<file path="src/rtl/vram_writer_pkg.sv">
// -----------------------------------------------------------------------------
// vram_writer_pkg
// Shared definitions for the VRAM writer: FSM state encoding, the default
// pixel-counter width and the pixel format encodings used on rgb565.
// -----------------------------------------------------------------------------
package vram_writer_pkg;

   // Default width of the per-frame pixel counter (matches the vram counter).
   localparam int PIX_W_DEF = 24;

   // Pixel format encodings as seen on the rgb565 input.
   localparam logic FMT_RGB888 = 1'b0;   // 3 bytes per pixel: R, G, B
   localparam logic FMT_RGB565 = 1'b1;   // 2 bytes per pixel, low byte first

   typedef enum logic [1:0] {
      ST_IDLE    = 2'd0,
      ST_COLLECT = 2'd1,
      ST_PUSH    = 2'd2,
      ST_DONE    = 2'd3
   } state_t;

endpackage : vram_writer_pkg

</file>
<file path="src/rtl/vram_px_unpack.sv">
// -----------------------------------------------------------------------------
// vram_px_unpack
// Assembles inbound bytes into one pixel and expands RGB565 to 8-bit channels.
//
// Ports
//   clk_sys      in  system clock, rising edge
//   reset_n      in  asynchronous active-low reset
//   clear        in  drop any partial pixel and return to byte 0
//   byte_valid   in  a byte transfers on this edge
//   byte_data    in  the transferring byte
//   fmt          in  latched pixel format (FMT_RGB888 / FMT_RGB565)
//   pix_complete out this byte completes a pixel (combinational)
//   pix_r/g/b    out assembled pixel, valid while pix_complete is high
// -----------------------------------------------------------------------------
module vram_px_unpack
   import vram_writer_pkg::*;
(
   input  logic       clk_sys,
   input  logic       reset_n,
   input  logic       clear,
   input  logic       byte_valid,
   input  logic [7:0] byte_data,
   input  logic       fmt,
   output logic       pix_complete,
   output logic [7:0] pix_r,
   output logic [7:0] pix_g,
   output logic [7:0] pix_b
);

   logic [1:0]  byte_idx_q, byte_idx_d;
   logic [7:0]  byte0_q, byte0_d;
   logic [7:0]  byte1_q, byte1_d;
   logic [1:0]  last_idx;
   logic [15:0] word565;

   // Index of the byte that finishes a pixel for the current format.
   assign last_idx     = (fmt == FMT_RGB565) ? 2'd1 : 2'd2;
   assign pix_complete = byte_valid && (byte_idx_q == last_idx);

   // The final byte is used straight from the bus so the pixel is available
   // on the same edge that accepts it.
   assign word565 = {byte_data, byte0_q};

   always_comb begin
      pix_r = byte0_q;
      pix_g = byte1_q;
      pix_b = byte_data;
      if (fmt == FMT_RGB565) begin
         // Replicate the MSBs into the LSBs so full-scale maps to 8'hFF.
         pix_r = {word565[15:11], word565[15:13]};
         pix_g = {word565[10:5],  word565[10:9]};
         pix_b = {word565[4:0],   word565[4:2]};
      end
   end

   always_comb begin
      byte_idx_d = byte_idx_q;
      byte0_d    = byte0_q;
      byte1_d    = byte1_q;
      if (clear) begin
         byte_idx_d = 2'd0;
      end else if (byte_valid) begin
         if (pix_complete) begin
            byte_idx_d = 2'd0;
         end else begin
            byte_idx_d = byte_idx_q + 2'd1;
         end
         if (byte_idx_q == 2'd0) begin
            byte0_d = byte_data;
         end
         if (byte_idx_q == 2'd1) begin
            byte1_d = byte_data;
         end
      end
   end

   always_ff @(posedge clk_sys or negedge reset_n) begin
      if (!reset_n) begin
         byte_idx_q <= 2'd0;
         byte0_q    <= 8'd0;
         byte1_q    <= 8'd0;
      end else begin
         byte_idx_q <= byte_idx_d;
         byte0_q    <= byte0_d;
         byte1_q    <= byte1_d;
      end
   end

endmodule : vram_px_unpack

</file>
<file path="src/rtl/vram_writer.sv">
// -----------------------------------------------------------------------------
// vram_writer
// Collects a byte stream into RGB pixels and pushes them one at a time to a
// vram sink, counting pixels until the frame is complete.
//
// Ports
//   clk_sys        in  system clock, rising edge
//   reset_n        in  asynchronous active-low reset
//   frame_start    in  one-cycle pulse arming a new frame
//   frame_pixels   in  pixel count of the frame, sampled on frame_start
//   rgb565         in  pixel format, sampled on frame_start
//   s_data/s_valid in  inbound byte stream
//   s_ready        out byte stream ready (COLLECT only)
//   vram_ready     in  sink accepts a pixel
//   vram_req       out pixel offered to the sink
//   r/g/b_vram_out out pixel data
//   pixels_written out pixels pushed in the current frame
//   frame_done     out pulse the cycle after the final pixel is accepted
//   busy           out collecting or pushing
// -----------------------------------------------------------------------------
module vram_writer
   import vram_writer_pkg::*;
#(
   parameter int PIX_W = PIX_W_DEF
) (
   input  logic             clk_sys,
   input  logic             reset_n,
   input  logic             frame_start,
   input  logic [PIX_W-1:0] frame_pixels,
   input  logic             rgb565,
   input  logic [7:0]       s_data,
   input  logic             s_valid,
   output logic             s_ready,
   input  logic             vram_ready,
   output logic             vram_req,
   output logic [7:0]       r_vram_out,
   output logic [7:0]       g_vram_out,
   output logic [7:0]       b_vram_out,
   output logic [PIX_W-1:0] pixels_written,
   output logic             frame_done,
   output logic             busy
);

   localparam logic [PIX_W-1:0] ONE = {{(PIX_W-1){1'b0}}, 1'b1};

   state_t           state_q, state_d;
   logic             fmt_q, fmt_d;
   logic [PIX_W-1:0] frame_pixels_q, frame_pixels_d;
   logic [PIX_W-1:0] count_q, count_d;
   logic             frame_done_q, frame_done_d;
   logic             vram_req_q, vram_req_d;
   logic [7:0]       r_q, r_d, g_q, g_d, b_q, b_d;

   logic             start_ok;
   logic             accept;
   logic             push_ok;
   logic [PIX_W-1:0] count_inc;
   logic             pix_complete;
   logic [7:0]       pix_r, pix_g, pix_b;

   assign s_ready   = (state_q == ST_COLLECT);
   assign accept    = s_valid && s_ready;
   assign push_ok   = vram_req_q && vram_ready;
   assign start_ok  = frame_start && (frame_pixels != '0);
   assign count_inc = count_q + ONE;

   vram_px_unpack u_unpack (
      .clk_sys      (clk_sys),
      .reset_n      (reset_n),
      .clear        (start_ok),
      .byte_valid   (accept),
      .byte_data    (s_data),
      .fmt          (fmt_q),
      .pix_complete (pix_complete),
      .pix_r        (pix_r),
      .pix_g        (pix_g),
      .pix_b        (pix_b)
   );

   always_comb begin
      state_d        = state_q;
      fmt_d          = fmt_q;
      frame_pixels_d = frame_pixels_q;
      count_d        = count_q;
      frame_done_d   = 1'b0;
      r_d            = r_q;
      g_d            = g_q;
      b_d            = b_q;

      case (state_q)
         ST_IDLE, ST_DONE: begin
            if (start_ok) begin
               state_d = ST_COLLECT;
            end
         end
         ST_COLLECT: begin
            // A restart wins over a pixel completing on the same edge.
            if (!start_ok && pix_complete) begin
               state_d = ST_PUSH;
               r_d     = pix_r;
               g_d     = pix_g;
               b_d     = pix_b;
            end
         end
         ST_PUSH: begin
            if (push_ok) begin
               count_d = count_inc;
               if (count_inc == frame_pixels_q) begin
                  state_d      = ST_DONE;
                  frame_done_d = 1'b1;
               end else begin
                  state_d = ST_COLLECT;
               end
            end
         end
         default: begin
            state_d = ST_IDLE;
         end
      endcase

      // Arming a new frame overrides whatever the old frame was doing; a push
      // that completes on this edge has already been counted above and is
      // simply discarded with the old count.
      if (start_ok) begin
         state_d        = ST_COLLECT;
         fmt_d          = rgb565;
         frame_pixels_d = frame_pixels;
         count_d        = '0;
         frame_done_d   = 1'b0;
      end
   end

   assign vram_req_d = (state_d == ST_PUSH);

   always_ff @(posedge clk_sys or negedge reset_n) begin
      if (!reset_n) begin
         state_q        <= ST_IDLE;
         fmt_q          <= FMT_RGB888;
         frame_pixels_q <= '0;
         count_q        <= '0;
         frame_done_q   <= 1'b0;
         vram_req_q     <= 1'b0;
         r_q            <= 8'd0;
         g_q            <= 8'd0;
         b_q            <= 8'd0;
      end else begin
         state_q        <= state_d;
         fmt_q          <= fmt_d;
         frame_pixels_q <= frame_pixels_d;
         count_q        <= count_d;
         frame_done_q   <= frame_done_d;
         vram_req_q     <= vram_req_d;
         r_q            <= r_d;
         g_q            <= g_d;
         b_q            <= b_d;
      end
   end

   assign vram_req       = vram_req_q;
   assign r_vram_out     = r_q;
   assign g_vram_out     = g_q;
   assign b_vram_out     = b_q;
   assign pixels_written = count_q;
   assign frame_done     = frame_done_q;
   assign busy           = (state_q == ST_COLLECT) || (state_q == ST_PUSH);

endmodule : vram_writer

</file>
<file path="config.mk">
export PLATFORM = sky130hd
export DESIGN_NAME = vram_writer
export DESIGN_NICKNAME = d
export VERILOG_FILES = /design/src/rtl/vram_writer_pkg.sv /design/src/rtl/vram_px_unpack.sv /design/src/rtl/vram_writer.sv
export SDC_FILE = /design/constraint.sdc
export NUM_CORES = 1
export LEC_CHECK = 0
export ABC_AREA = 1
export CELL_PAD_IN_SITES_DETAIL_PLACEMENT = 1
export CELL_PAD_IN_SITES_GLOBAL_PLACEMENT = 2
export CORE_UTILIZATION = 30
export CTS_CLUSTER_DIAMETER = 120
export CTS_CLUSTER_SIZE = 25
export DETAILED_ROUTE_END_ITERATION = 8
export PLACE_DENSITY_LB_ADDON = 0.3
export SETUP_SLACK_MARGIN = 0.2
export SLEW_MARGIN = 40
export SYNTH_ARGS = -nofsm -noshare
export SYNTH_HDL_FRONTEND = slang
export SYNTH_SLANG_ARGS = --single-unit
</file>
<file path="constraint.sdc">
create_clock -name clk_sys -period 2.1 [get_ports clk_sys]
set_input_delay 0.42 -clock clk_sys [delete_from_list [all_inputs] [get_ports clk_sys]]
set_output_delay 0.42 -clock clk_sys [all_outputs]
set_load 0.1 [all_outputs]
</file>
==> flow_summary.json, run 1 <==
{
  "drtIter0Drc": 149,
  "wl_per_cell_microns": 16.9,
  "drc": 0,
  "final_area_sq_um": 7640,
  "vias": 5265,
  "critPathKind": "reg2reg",
  "dp_cells": 1045,
  "antenna_found_initial": 0,
  "overflow": 0,
  "syn_area_sq_um": 5220,
  "vdd_drop_max_mv": 1.32,
  "final_cell_mix": "nand2_1 (188), buf_4 (119), inv_1 (75)",
  "crit_path_end_kind": "flip-flop",
  "htree_levels": 3,
  "grt_pass1_vias": 5487,
  "place_area_sq_um": 6770,
  "cpPeakStageDelay_ns": 0.50,
  "yosysTopAreaCell": "dfrtp_1",
  "cts_hold_buf": 0,
  "critPathMaxFanout": 4,
  "rrSetupSlack_ns": -0.09,
  "timing.slew.headroom": 0.687,
  "cts_max_path_buffers": 2,
  "final_cell_count_no_fill": 1086,
  "avgSynthCellArea_sq_um": 7.49,
  "yosys-top-cells-area": "dfrtp_1 (46%), nand2_1 (15%), inv_1 (6.5%)",
  "ant_nets": 0,
  "grt_max_degree": 49,
  "violations": "setup timing",
  "yosysWarningCount": 0,
  "track_usage": 0.204,
  "hpwl_mm": 13.0,
  "maxSlewViolCount": 0,
  "maxCapViolCount": 0,
  "io_pins": 90,
  "cp_cell_sequence": "ha_4, buf_6, nand4_1, nor2_1, nor2_1, nand2_1, nand2_1, nand2_1, nor2_1, nand3_1, nor2_2, nand2_2, nand2_2, nand2_2, nor2_2",
  "fmax_ghz": 0.457,
  "powerDensity_nw_per_um2": 1100,
  "fin_tns_setup_ns": -0.173,
  "cts_sinks": 95,
  "yosysUniqueCellTypes": 33,
  "nNetsFinal": 904,
  "cp-start-kind": "flip-flop",
  "cts_tree": "built",
  "cts_buffers": 9,
  "diodes": 0,
  "die_h_microns": 134,
  "finalClockSkew_ns": 0.0163,
  "drive_gt1_frac": 0.311,
  "worst_slack_ns": -0.0890,
  "grt_setup_unrepaired": "yes",
  "cp_data_required_time_ns": 2.38,
  "syn_inst": 697,
  "rr_endpoint": "vram_req$_DFF_PN0_",
  "cts_root_buf": "clkbuf_16",
  "place.gp.congestion": 0.757,
  "worstMarginPinSlew_ns": 0.469,
  "rr_worst_depth": 15,
  "dr.pass1.iters": 4,
  "insertion_delay_ns": 0.37,
  "viasPerCell": 4.85,
  "ys_seq_elements": 95,
  "critPathTopFamily": "simple AND/OR/NAND/NOR gates",
  "synth_top_area_share": 0.456,
  "hold_viol": 0,
  "yosysSeqAreaShare": 0.456,
  "pre_cts_ws_ns": -0.743,
  "period_share": 1.04,
  "core_area_sq_um": 16800,
  "die-area_sq_um": 17900,
  "status": "finished, violations left",
  "syn2layout_area_growth_pct": 46.5,
  "reg2reg_from": "pixels_written[0]$_DFFE_PN0P_",
  "finalCriticalPeriod_ns": 2.19,
  "arrival_ns": 2.47,
  "grt_pass1_wl_mm": 28.2,
  "hold_path.class": "in2async",
  "mostFrequentLayoutCell": "nand2_1",
  "start_util": 0.311,
  "path_clk_slew_ns": 0.08,
  "die_w_microns": 134,
  "timing.critical_path.buf_inv": 1,
  "rows": 47,
  "setup_viol": 3,
  "drt_wl_total_mm": 18.4,
  "portBuffers": 89,
  "synth_fp_nets": 740,
  "cpMaxStageDelayCell": "dfrtp_4",
  "final_util": 0.456,
  "p_leak_nw": 3.74
}
[cell type report]
class	instances	area, sq um
clock inverters	7	96.3
well taps	220	275
inverters	95	373
repair buffers	176	1630
fillers	2031	9120
multi-input cells	484	2610
clock buffers	9	225
flip-flops and latches	95	2430
[worst reg2reg max path: stages (launching register included)]
cell	delay, ns
dfrtp_4	0.50
ha_4	0.19
buf_6	0.12
nand4_1	0.17
nor2_1	0.08
nor2_1	0.19
nand2_1	0.08
nand2_1	0.09
nand2_1	0.06
nor2_1	0.10
nand3_1	0.09
nor2_2	0.12
nand2_2	0.11
nand2_2	0.08
nand2_2	0.05
nor2_2	0.09
[report_power, final]
group | internal [mW] | switching (mW)
registers | 2.29 | 0.349
logic | 1.07 | 2.92
clock network | 0.867 | 0.901
total | 4.23 | 4.17
[registers in the layout, summed over array words and instances, names as in the netlist]
register and flops:
g_vram_out 8, pixels_written 24, frame_pixels_q 24, u_unpack.byte1_q 8, vram_req 1, fmt_q 1, b_vram_out 8, state_q 2
u_unpack.byte0_q 8, r_vram_out 8, u_unpack.byte_idx_q 2, frame_done 1
[cell usage after synthesis]
cell type	n
nor2_4	4
dfrtp_1	95
xor2_1	4
xnor3_1	3
inv_2	3
o21ai_0	59
a21oi_1	17
or2_2	1
nand3_1	32
buf_2	5
o21bai_2	1
o211ai_1	1
nor2_2	2
nor2_1	71
nand3_2	1
xnor2_1	1
clkbuf_1	18
nand3b_1	7
nand2_4	3
o21ai_1	2
nor2_8	3
o21bai_1	2
a22o_1	1
and2_1	3
nand4_1	14
nand2_1	207
a31oi_1	30
inv_1	91
ha_1	5
nor4_1	2
nand2_2	7
nor3_2	1
clkinv_1	1
[metrics by stage]
| stage | hold WS [ns] | total power [mW] |
|---|---|---|
| 3_3_place_gp | 0.406 | 6.40 |
| 5_1_grt | 0.0319 | 8.80 |
| 2_1_floorplan | 0.124 | 5.39 |
| 6_report | 0.00646 | 8.40 |
| 4_1_cts | 0.0152 | 8.33 |
| 3_5_place_dp | 0.410 | 6.49 |
[metal layers]
layer	global-route usage	routed length, microns
met5	0	0
met4	0.0915	452
met3	0.0272	508
met2	0.345	9320
met1	0.260	8070
[worst max-delay path by stage]
stage / from / slack [ns] / to / cells after the start
2_1_floorplan: pixels_written[1]$_DFFE_PN0P_ / 0.05 / vram_req$_DFF_PN0_ / 17
3_3_place_gp: frame_pixels[17] / -0.60 / pixels_written[5]$_DFFE_PN0P_ / 9
3_5_place_dp: frame_pixels[17] / -0.74 / u_unpack.byte1_q[5]$_DFFE_PN0P_ / 9
4_1_cts: pixels_written[0]$_DFFE_PN0P_ / -0.11 / vram_req$_DFF_PN0_ / 18
5_1_grt: pixels_written[0]$_DFFE_PN0P_ / -0.31 / vram_req$_DFF_PN0_ / 15
6_report: pixels_written[0]$_DFFE_PN0P_ / -0.09 / vram_req$_DFF_PN0_ / 15
[kinds of logic (layout without fill, tap and decap cells)]
kind of cell | count (synthesis) | in the layout | share of synthesized area
and+or+nand+nor | 358 | 358 | 0.306
buffers and inverters | 118 | 287 | 0.0861
AOI/OAI and AO/OA | 113 | 113 | 0.119
DFF | 95 | 95 | 0.456
xor gates and xnor gates | 8 | 8 | 0.0213
adders and majority gates | 5 | 5 | 0.0120
[timing repair]
item                                   4_1_cts  5_1_grt
setup endpoints to repair                   95       81
buffers inserted                             6       12
endpoints found under the hold margin        0        0
cloned                                       1        6
pin swaps                                   23       21
gates resized for setup                     33       75
No activity file was read; power rests on OpenSTA's default activity.
==> run 2, diff against run 1 <==
Settings changed: GPL_TIMING_DRIVEN set to 1.
==> results of run 2 <==
The final DEF is identical to that of run 1; final timing and power are the same.
